## src/rtl/matmul_sequencer.sv

```systemverilog
// Job sequencer for the 3x3 MAC-array matrix multiplier: clear, operand feed, drain, result unload.
// Optional build macro MATMUL_SEQ_ACCUM_EN adds the accum input (skip CLEAR, accumulate onto MAC contents).
module matmul_sequencer #(
    parameter int unsigned W_BITS  = 4,
    parameter int unsigned K_STEPS = 3,
    parameter int unsigned MAC_LAT = 1
) (
    input  logic                  clk,
    input  logic                  rst,
    input  logic                  start,
`ifdef MATMUL_SEQ_ACCUM_EN
    input  logic                  accum,
`endif
    output logic                  busy,
    output logic                  done,
    input  logic [3*W_BITS-1:0]   in_w,
    input  logic [3*W_BITS-1:0]   in_x,
    input  logic                  in_valid,
    output logic                  in_ready,
    output logic [W_BITS-1:0]     data_w1,
    output logic [W_BITS-1:0]     data_w2,
    output logic [W_BITS-1:0]     data_w3,
    output logic [W_BITS-1:0]     data_x1,
    output logic [W_BITS-1:0]     data_x2,
    output logic [W_BITS-1:0]     data_x3,
    output logic [8:0]            load,
    output logic [8:0]            clear,
    output logic                  unload_res,
    output logic [3:0]            res_idx,
    output logic                  res_valid
);

    localparam int unsigned BW = $clog2(K_STEPS + 1);

    typedef enum logic [2:0] {
        S_IDLE,
        S_CLEAR,
        S_FEED,
        S_DRAIN,
        S_UNLOAD,
        S_DONE
    } state_t;

    state_t                   state_q, state_d;
    logic [BW-1:0]            beat_q, beat_d, beat_inc;
    logic [2:0]               drain_q, drain_d;
    logic [3:0]               idx_q, idx_d;
    logic [2:0][W_BITS-1:0]   dw_q, dw_d, dx_q, dx_d;
    logic [8:0]               load_q, load_d, clear_q, clear_d;
    logic                     in_ready_q, in_ready_d;
    logic                     busy_q, busy_d;
    logic                     done_q, done_d;
    logic                     unload_q, unload_d;
    logic                     accept;
    logic                     skip_clear;

`ifdef MATMUL_SEQ_ACCUM_EN
    assign skip_clear = accum;
`else
    assign skip_clear = 1'b0;
`endif

    // in_ready_q is high exactly while state_q is FEED, so it gates the handshake directly
    assign accept   = in_valid & in_ready_q;
    assign beat_inc = beat_q + 1'b1;

    always_comb begin
        state_d = state_q;
        beat_d  = beat_q;
        drain_d = drain_q;
        idx_d   = '0;
        dw_d    = dw_q;
        dx_d    = dx_q;
        load_d  = '0;
        case (state_q)
            S_IDLE: begin
                beat_d = '0;
                if (start) begin
                    state_d = skip_clear ? S_FEED : S_CLEAR;
                end
            end
            S_CLEAR: state_d = S_FEED;
            S_FEED: begin
                if (accept) begin
                    dw_d   = in_w;
                    dx_d   = in_x;
                    load_d = '1;
                    beat_d = beat_inc;
                    if (beat_inc == BW'(K_STEPS)) begin
                        state_d = S_DRAIN;
                        beat_d  = '0;
                        drain_d = '0;
                    end
                end
            end
            S_DRAIN: begin
                if (drain_q == 3'(MAC_LAT)) begin
                    state_d = S_UNLOAD;
                end else begin
                    drain_d = drain_q + 3'd1;
                end
            end
            S_UNLOAD: begin
                if (idx_q == 4'd8) begin
                    state_d = S_DONE;
                end else begin
                    idx_d = idx_q + 4'd1;
                end
            end
            S_DONE:  state_d = S_IDLE;
            default: state_d = S_IDLE;
        endcase

        // Outputs are registered images of the state being entered
        clear_d    = (state_d == S_CLEAR) ? '1 : '0;
        in_ready_d = (state_d == S_FEED);
        busy_d     = (state_d != S_IDLE) && (state_d != S_DONE);
        done_d     = (state_d == S_DONE);
        unload_d   = (state_d == S_UNLOAD);
    end

    always_ff @(posedge clk or posedge rst) begin
        if (rst) begin
            state_q    <= S_IDLE;
            beat_q     <= '0;
            drain_q    <= '0;
            idx_q      <= '0;
            dw_q       <= '0;
            dx_q       <= '0;
            load_q     <= '0;
            clear_q    <= '0;
            in_ready_q <= 1'b0;
            busy_q     <= 1'b0;
            done_q     <= 1'b0;
            unload_q   <= 1'b0;
        end else begin
            state_q    <= state_d;
            beat_q     <= beat_d;
            drain_q    <= drain_d;
            idx_q      <= idx_d;
            dw_q       <= dw_d;
            dx_q       <= dx_d;
            load_q     <= load_d;
            clear_q    <= clear_d;
            in_ready_q <= in_ready_d;
            busy_q     <= busy_d;
            done_q     <= done_d;
            unload_q   <= unload_d;
        end
    end

    assign busy       = busy_q;
    assign done       = done_q;
    assign in_ready   = in_ready_q;
    assign data_w1    = dw_q[0];
    assign data_w2    = dw_q[1];
    assign data_w3    = dw_q[2];
    assign data_x1    = dx_q[0];
    assign data_x2    = dx_q[1];
    assign data_x3    = dx_q[2];
    assign load       = load_q;
    assign clear      = clear_q;
    assign unload_res = unload_q;
    assign res_idx    = idx_q;
    assign res_valid  = unload_q;

endmodule

```

## config.mk

```make
export PLATFORM = sky130hd
export DESIGN_NAME = matmul_sequencer
export DESIGN_NICKNAME = d
export VERILOG_FILES = /design/src/rtl/matmul_sequencer.sv
export SDC_FILE = /design/constraint.sdc
export NUM_CORES = 1
export LEC_CHECK = 0
export CELL_PAD_IN_SITES_DETAIL_PLACEMENT = 1
export CELL_PAD_IN_SITES_GLOBAL_PLACEMENT = 2
export CORE_MARGIN = 2
export CORE_UTILIZATION = 25
export CTS_CLUSTER_DIAMETER = 60
export DETAILED_ROUTE_END_ITERATION = 16
export GPL_TIMING_DRIVEN = 1
export PLACE_DENSITY_LB_ADDON = 0.08
export SETUP_SLACK_MARGIN = 0.4
export SLEW_MARGIN = 10
export SYNTH_ARGS = -nofsm -noshare
export SYNTH_HDL_FRONTEND = slang
export SYNTH_SLANG_ARGS = --single-unit
```

## constraint.sdc

```tcl
create_clock -name clk -period 1.67 [get_ports clk]
set_clock_uncertainty 0.1 [all_clocks]
set_input_delay 0.167 -clock clk [delete_from_list [all_inputs] [get_ports clk]]
set_output_delay 0.167 -clock clk [all_outputs]
set_load 0.01 [all_outputs]
```

---- Yosys cells after proc, flatten, opt, wreduce, memory -nomap -nowiden ----
Index checks and enable logic that the tools add are counted.
cells by class
  add/subtract/negate cells ............... 3
  eq/ne operators ......................... 15
  multiplexer cells ....................... 18
  bitwise operators ....................... 1
  reductions and logical operators ........ 8
operator list
  operator               count
  $mux W9                3
  $mux W3                8
  $pmux W3 S5            1
  $eq A3 B1 Y1 const B   3
  $eq A3 B2 Y1 const B   3
  $eq A3 B3 Y1 const B   3
  $mux W4                2
  $ne A2 B2 Y1 const B   3
  $pmux W3 S2            1
  $add A4 B1 Y4 const B  1
  $eq A4 B4 Y1 const B   1
  $mux W2                2
  $pmux W2 S2            1
  $reduce_and A2 Y1      2
  $reduce_and A4 Y1      1
  $reduce_bool A2 Y1     2
  $add A3 B1 Y3 const B  1
  $logic_not A3 Y1       1
  $ne A3 B3 Y1 const B   1
  $reduce_bool A3 Y1     1
  $add A2 B1 Y2 const B  1
  $eq A2 B2 Y1 const B   1
  $and A1 B1 Y1          1
  $logic_and A1 B1 Y1    1
storage, ports and cells
  register bits ........................... 58
  input bits .............................. 28

---- Longest topological paths before layout ----
Gate-level depths: netlist (run 1).
  depth in word-level cells ............... 7
  mapped depth ............................ 5

---- Least setup slack after synthesis (run 1) ----
OpenSTA, ideal clock, no wires.
  kind .................................... reg-to-reg
  from .................................... reg state_q[1]
  to ...................................... reg dw_q (netlist bit data_w3[0])
  setup time .............................. 0.125 ns
  arrival ................................. 1.483 ns
  setup slack ............................. -0.038 ns
  cell stages (with the launch flop) ...... 6
  period minus slack after synthesis ...... 1.708 ns
  path through ............................ dfrtp_1 -> buf_4 -> or3b_4 -> nor2_8 -> buf_12 -> mux2_4
on the way
  cells in the longest elaborated chain, start to end .. 2
RTL lines
  what                         RTL line  RTL
  start, declared              44        state_t state_q, state_d;
  start signal, assigned       137       state_q <= state_d;
  $eq A3 B2 Y1                 75        case (state_q)
  $reduce_and A2 Y1 (no line)  -
  end signal, assigned         141       dw_q <= dw_d;
  end, declared                48        logic [2:0][W_BITS-1:0] dw_q, dw_d, dx_q, dx_d;
No other way between the ends.
A chain may end at the register's enable or synchronous reset.

---- Final worst setup path (run 1) ----
  from .................................... reg state_q[0]
  to ...................................... reg dw_q (netlist bit data_w1[1])
The elaborated chain is that of the path after synthesis.

==> results of run 1 <==
cells in the final DEF (no fill, tap or decap), types with 5 or more instances in the layout:
cell type / n
buf_2: 7
buf_4: 27
buf_6: 32
clkbuf_8: 5
clkdlybuf4s15_1: 11
clkdlybuf4s50_1: 27
dfrtp_1: 40
dlygate4sd2_1: 18
inv_2: 5
mux2_2: 5
mux2_4: 19
power groups by stage:
stage	clock (W)	combinational (W)	sequential, W
6_report	0.000791	0.00324	0.00171
4_1_cts	0.000825	0.00265	0.00171
2_1_floorplan	0	0.00143	0.00187
5_1_grt	0.000879	0.00348	0.00176
3_5_place_dp	0	0.00263	0.00176
3_3_place_gp	0	0.00259	0.00173
worst max-delay path: cells and delay by family, from the launching register on:
family        cells  cell delay (ns)
simple gates      2             0.57
mux               1             0.34
flops             1             0.39
buf+inv           1             0.17
per-layer routing:
layer / share of wire, % / track usage (%) / vias up
met5: 0 / 0 / -
met4: 0.85 / 4.04 / 0
met3: 5.5 / 3.55 / 5
met2: 50 / 19.6 / 44
met1: 44 / 14.9 / 744
li1: - / - / 714
flip-flops by register name, indices dropped and copies added, names as in the netlist, 3 cells and up:
signal   flops
data_w1      4
data_x3      4
data_x1      4
drain_q      3
data_x2      4
data_w2      4
res_idx      4
state_q      3
data_w3      4
per-stage QoR:
stage               std cells  power, W  setup WS [ns]  hold slack (ns)
floorplan                 147   0.00330        -0.0308            0.215
global placement          314   0.00432        -0.0402            0.390
detailed placement        314   0.00439        -0.0724            0.395
CTS                       340   0.00518        -0.0174            0.129
global route              360   0.00612        -0.0564            0.145
finish                    360   0.00574       -0.00487            0.117
cell usage after synthesis, drive strengths merged, types with 2 or more instances:
| cell | instances | area, µm² |
|---|---|---|
| nor2 | 7 | 42.5 |
| nor4 | 2 | 18.8 |
| dfrtp | 42 | 1050 |
| ha | 4 | 50.1 |
| mux2i | 2 | 20.0 |
| nand3b | 2 | 15.0 |
| a211o | 3 | 26.3 |
| mux2 | 24 | 338 |
| o21ai | 2 | 10.0 |
| nor2b | 4 | 25.0 |
| nand2 | 2 | 7.51 |
| buf | 21 | 180 |
| nand3 | 2 | 10.0 |
| and3 | 3 | 18.8 |
| inv | 9 | 33.8 |
worst max-delay path by stage:
stage | end | slack (ns) | depth (start not counted)
floorplan | data_w3[0] | -0.03 | 5
global placement | data_w1[1] | -0.04 | 5
detailed placement | data_w1[0] | -0.07 | 5
CTS | data_w2[2] | -0.02 | 4
global route | data_w2[1] | -0.06 | 4
finish | data_w1[1] | -0.005 | 4
logic make-up (layout without fill, tap and decap cells):
family | count (synthesis) | in the layout | share of synthesized area (%)
DFF | 42 | 42 | 52.9
buffers and inverters | 31 | 142 | 10.9
and+or+nand+nor | 27 | 27 | 8.81
muxes | 26 | 26 | 18.0
AOI/OAI and AO/OA | 15 | 15 | 5.98
adders and majority gates | 4 | 4 | 2.52
xor gates and xnor gates | 2 | 2 | 0.881
cell type report:
type                            count  area (µm²)
Sequential cell                    42        1050
Multi-Input combinational cell     74         861
Timing Repair Buffer              125        1190
Clock buffer                        6        72.6
Inverter                            9        33.8
Tap cell                          102         128
Fill cell                         837        4350
Clock inverter                      2        37.5
what timing repair did:
action,4_1_cts,5_1_grt
resized for setup,146,49
buffers inserted,18,20
setup endpoints to repair,92,75
pin swaps,8,9
cloned,0,0
==> metrics.cfg, run 1 <==
[run_status]
status = finished with violations
failed_checks = setup timing

[critical_path]
worstPathCellList = or3b_4 > nor2_8 > buf_12 > mux2_2
rr_worst_depth = 4
reg2reg_slack_ns = -0.005
startpoint = state_q[0]
timing.critical_path.to_type = register
worst-setup-path-type = register to register
crit_path_max_fanout = 15
crit_path_start_kind = register
timing.critical_path.arrival_ns = 1.76
timing.critical_path.slowest_cell_delay_ns = 0.45
cpMaxStageDelayCell = or3b_4
timing.critical_path.required_ns = 1.75
worstReg2RegEnd = data_w1[1]
reg2reg_from = state_q[0]

[power]
p_int_w = 0.00388
netSwitchingPower_w = 0.00186
leakage_nw = 1.57
seqPwrFrac_pct = 29.8
power.density_cell_area_nw_per_um2 = 1700
switching_share_pct = 32.4
power_frac_clock_pct = 13.8
vdd_drop_max_mv = 0.637
comb_power_share_pct = 56.4

[timing]
setup-tns-final_ns = -0.0108
min_period_ns = 1.67
slew_at_the_pin_closest_to_its_max_slew_limit_ns = 0.336
final_hold_viol_count = 0
pins_over_slew_limit = 0
finalSetupViolCount = 3
fmax_ghz = 0.597
fin_crit_sh_pct = 100
grt_setup_unrepaired = yes
slew_headroom_pct = 77.5
worst_slack_ns = -0.00487

[placement]
place_area_um2 = 2820
dp_hpwl_mm = 3.49
port_buffers = 78
finalWeightedCongestion = 0.683

[final_layout]
final_util_pct = 43.7
area_delta_synth_final_pct = 69.9
design_area_um2 = 3380
drive_gt1_share_pct = 49.2
nets = 289
num_antenna_cells = 0

[cts]
clk_path_buf_depth = 2
holdBufCountCts = 0
number_of_buffers_created_by_cts = 5
clk_pin_slew_worst_paths_ns = 0.08
clk_latency_ns = 0.29
clock_tree.root_cell = clkbuf_8
clock_tree_from_tritoncts = built
cts_htree_levels = 2
clock_sinks = 42

[routing]
route.detailed.drc = 0
vias_per_cell = 4.19
wl_per_cell_um = 14.3
num_vias = 1507
drt.antenna.violating_nets = 0
drtPass1Iterations = 2
drt_first_iter_violations = 34
totalWireLength_mm = 5.16

[synth]
synth.net_count = 179
synth.yosys.warnings = 0
synth.distinct_cells = 38
synth.cell_area_um2 = 1990
number_of_instances_in_the_synthesized_netlist = 147
ys_dominant_reg_cell = dfrtp_1
yosysSeqAreaShare_pct = 52.9
synthArstFlopShare_pct = 100
synth_seq_cells = 42
synth.avg_cell_area_um2 = 13.5
synth_enable_flop_cells = 0

[global_routing]
grt_util_all_layers_pct = 11.9
antenna_found_initial = 0
vias_in_the_first_global_route = 1609
grt_start_max_net_pins = 43
grt_first_pass_wirelength_mm = 8.09
overflow = 0

[floorplanning]
die_y_um = 93.2
initial_util_pct = 25.7
die_area_um2 = 8680
io_pins = 79
die_width_um = 93.2
core.rowCount = 32
floorplan.core_area_um2 = 7730

[hold_path]
min-delay-path-class = input pin to asynchronous set/reset pin

[flow_run]
cap_violations = 0

No activity file was read; power rests on OpenSTA's default activity.
==> run 2: changes to the inputs <==
- CORE_MARGIN: 2 -> default
- GPL_TIMING_DRIVEN: 1 -> default
==> run 2 against run 1 <==
The flow still finishes with violations (setup timing). Routed wire length up 2.3%. Core utilization is 0.47 points lower. Sequential cell count stayed put. Global-route usage increased by 1.5 points. Die area down 4.2%. Register-to-register slack about the same. Total power decreased by 3.3%. Via count grew 0.13%. Fmax is 0.57% lower. First-iteration DRC count down 44%. Setup slack lost 0.0096 ns. Clock power fell by 23%.
==> metrics.cfg, run 2 (synthesis gave the netlist of run 1 again) <==
[run_status]
failed_checks = setup timing
status = finished with violations

[placement]
dp_hpwl_mm = 3.61
finalWeightedCongestion = 0.741
port_buffers = 78
post-place-cells = 324

[cts]
cts_htree_levels = 2
clk_latency_ns = 0.29
clk_pin_slew_worst_paths_ns = 0.08
clk_path_buf_depth = 2
holdBufCountCts = 0
clock_tree.root_cell = clkbuf_8
clock_sinks = 42
number_of_buffers_created_by_cts = 5
clock_tree_from_tritoncts = built

[routing]
drt.antenna.violating_nets = 0
route.detailed.drc = 0
totalWireLength_mm = 5.28
drtPass1Iterations = 3
num_vias = 1509
drt_first_iter_violations = 19
vias_per_cell = 4.26
wl_per_cell_um = 14.9

[global_routing]
vias_in_the_first_global_route = 1674
grt_util_all_layers_pct = 13.4
grt_first_pass_wirelength_mm = 8.74
overflow = 0
antenna_found_initial = 0
grt_start_max_net_pins = 43

[floorplanning]
initial_util_pct = 25.7
die_y_um = 91.2
core.rowCount = 32
io_pins = 79
die_area_um2 = 8310
die_width_um = 91.2
floorplan.core_area_um2 = 7730

[timing]
finalSetupViolCount = 12
slew_at_the_pin_closest_to_its_max_slew_limit_ns = 0.317
fmax_ghz = 0.594
grt_setup_unrepaired = yes
slew_headroom_pct = 78.6
pins_over_slew_limit = 0
min_period_ns = 1.68
final_hold_viol_count = 0
fin_crit_sh_pct = 101
worst_slack_ns = -0.0145

[flow_run]
cap_violations = 0

[critical_path]
timing.critical_path.slowest_cell_delay_ns = 0.44
path_buf_inv = 1
crit_path_max_fanout = 12
timing.critical_path.required_ns = 1.74
crit_path_start_kind = register
timing.critical_path.to_type = register
worstPathCellList = or3b_4 > nor2_8 > buf_12 > mux2_4
critical-path-top-delay-family = simple AND/OR/NAND/NOR gates
cpMaxStageDelayCell = or3b_4
timing.critical_path.arrival_ns = 1.76
worst-setup-path-type = register to register

[final_layout]
nets = 284
drive_gt1_share_pct = 48.8
final_util_pct = 43.2
stdcell_count = 354
layout_common_cells = 40 x dfrtp_1, 29 x dlygate4sd2_1, 29 x buf_6
commonest_non_fill_non_tap_cell_in_the_layout = dfrtp_1
num_antenna_cells = 0
layout_fillers = 833
area_delta_synth_final_pct = 68.0

[power]
power.density_cell_area_nw_per_um2 = 1660
total_power_w = 0.00555
leakage_nw = 1.58
vdd_drop_max_mv = 0.491

[hold_path]
min-delay-path-class = input pin to asynchronous set/reset pin

run 2: final cells by class:
class	count	area [µm²]	area share, %
repair buffers	120	1130	33.9
multi-input cells	74	918	27.5
inverters	9	33.8	1.01
well taps	102	128	3.82
clock buffers	7	76.3	2.28
flip-flops and latches	42	1050	31.5
run 2: path summary, 6_finish.rpt:
kind | cells after the start | slack, ns | start | to
setup reg to reg | 4 | -0.01 | state_q[1] | data_x1[1]
setup / recovery | 4 | -0.01 | state_q[1] | data_x1[1]
max in group asynchronous | 3 | 1.11 | rst | load[7]
hold reg to reg | 1 | 0.41 | data_x3[0] | data_x3[0]
min in group clk | 2 | 0.40 | in_x[10] | data_x3[2]
hold / removal | 3 | 0.14 | rst | res_idx[3]
run 2: what timing repair did:
| item | 4_1_cts | 5_1_grt |
|---|---|---|
| pin swaps | 4 | 13 |
| resized for setup | 153 | 40 |
| setup endpoints to repair | 92 | 47 |
| buffers inserted | 14 | 9 |
run 2: worst register-to-register path, delay by kind of cell, from the launching register on:
kind	cells	cell delay [ns]
buffers and inverters	1	0.17
multiplexers	1	0.31
flip-flops	1	0.39
AND/OR/NAND/NOR	2	0.59
run 2: where the power goes:
group	internal (W)	switching, W
Clock	0.000288	0.000324
Combinational	0.00193	0.00130
Sequential	0.00145	0.000263
run 2: through the flow:
step / hold slack [ns] / setup TNS [ns] / cell area (µm²) / setup WS [ns]
2_1_floorplan: 0.215 / -0.522 / 2010 / -0.0308
3_3_place_gp: 0.394 / -0.176 / 2910 / -0.0507
3_5_place_dp: 0.397 / -0.886 / 2910 / -0.0698
4_1_cts: 0.147 / -0.300 / 3110 / -0.0304
5_1_grt: 0.201 / -0.832 / 3340 / -0.0551
6_report: 0.141 / -0.108 / 3340 / -0.0145
run 2: per-layer routing:
metal  part of all wire (%)  track usage (%)  vias up
met5                      0                0        -
met4                    1.1             4.37        0
met3                    4.3             3.27        4
met2                     53             23.3       38
met1                     42             16.1      766
li1                       -                -      701
==> run 3: changes to the inputs <==
- CORE_MARGIN: default -> 2
==> results of run 3 <==
Final layout, timing and power as in run 1 (identical DEF).
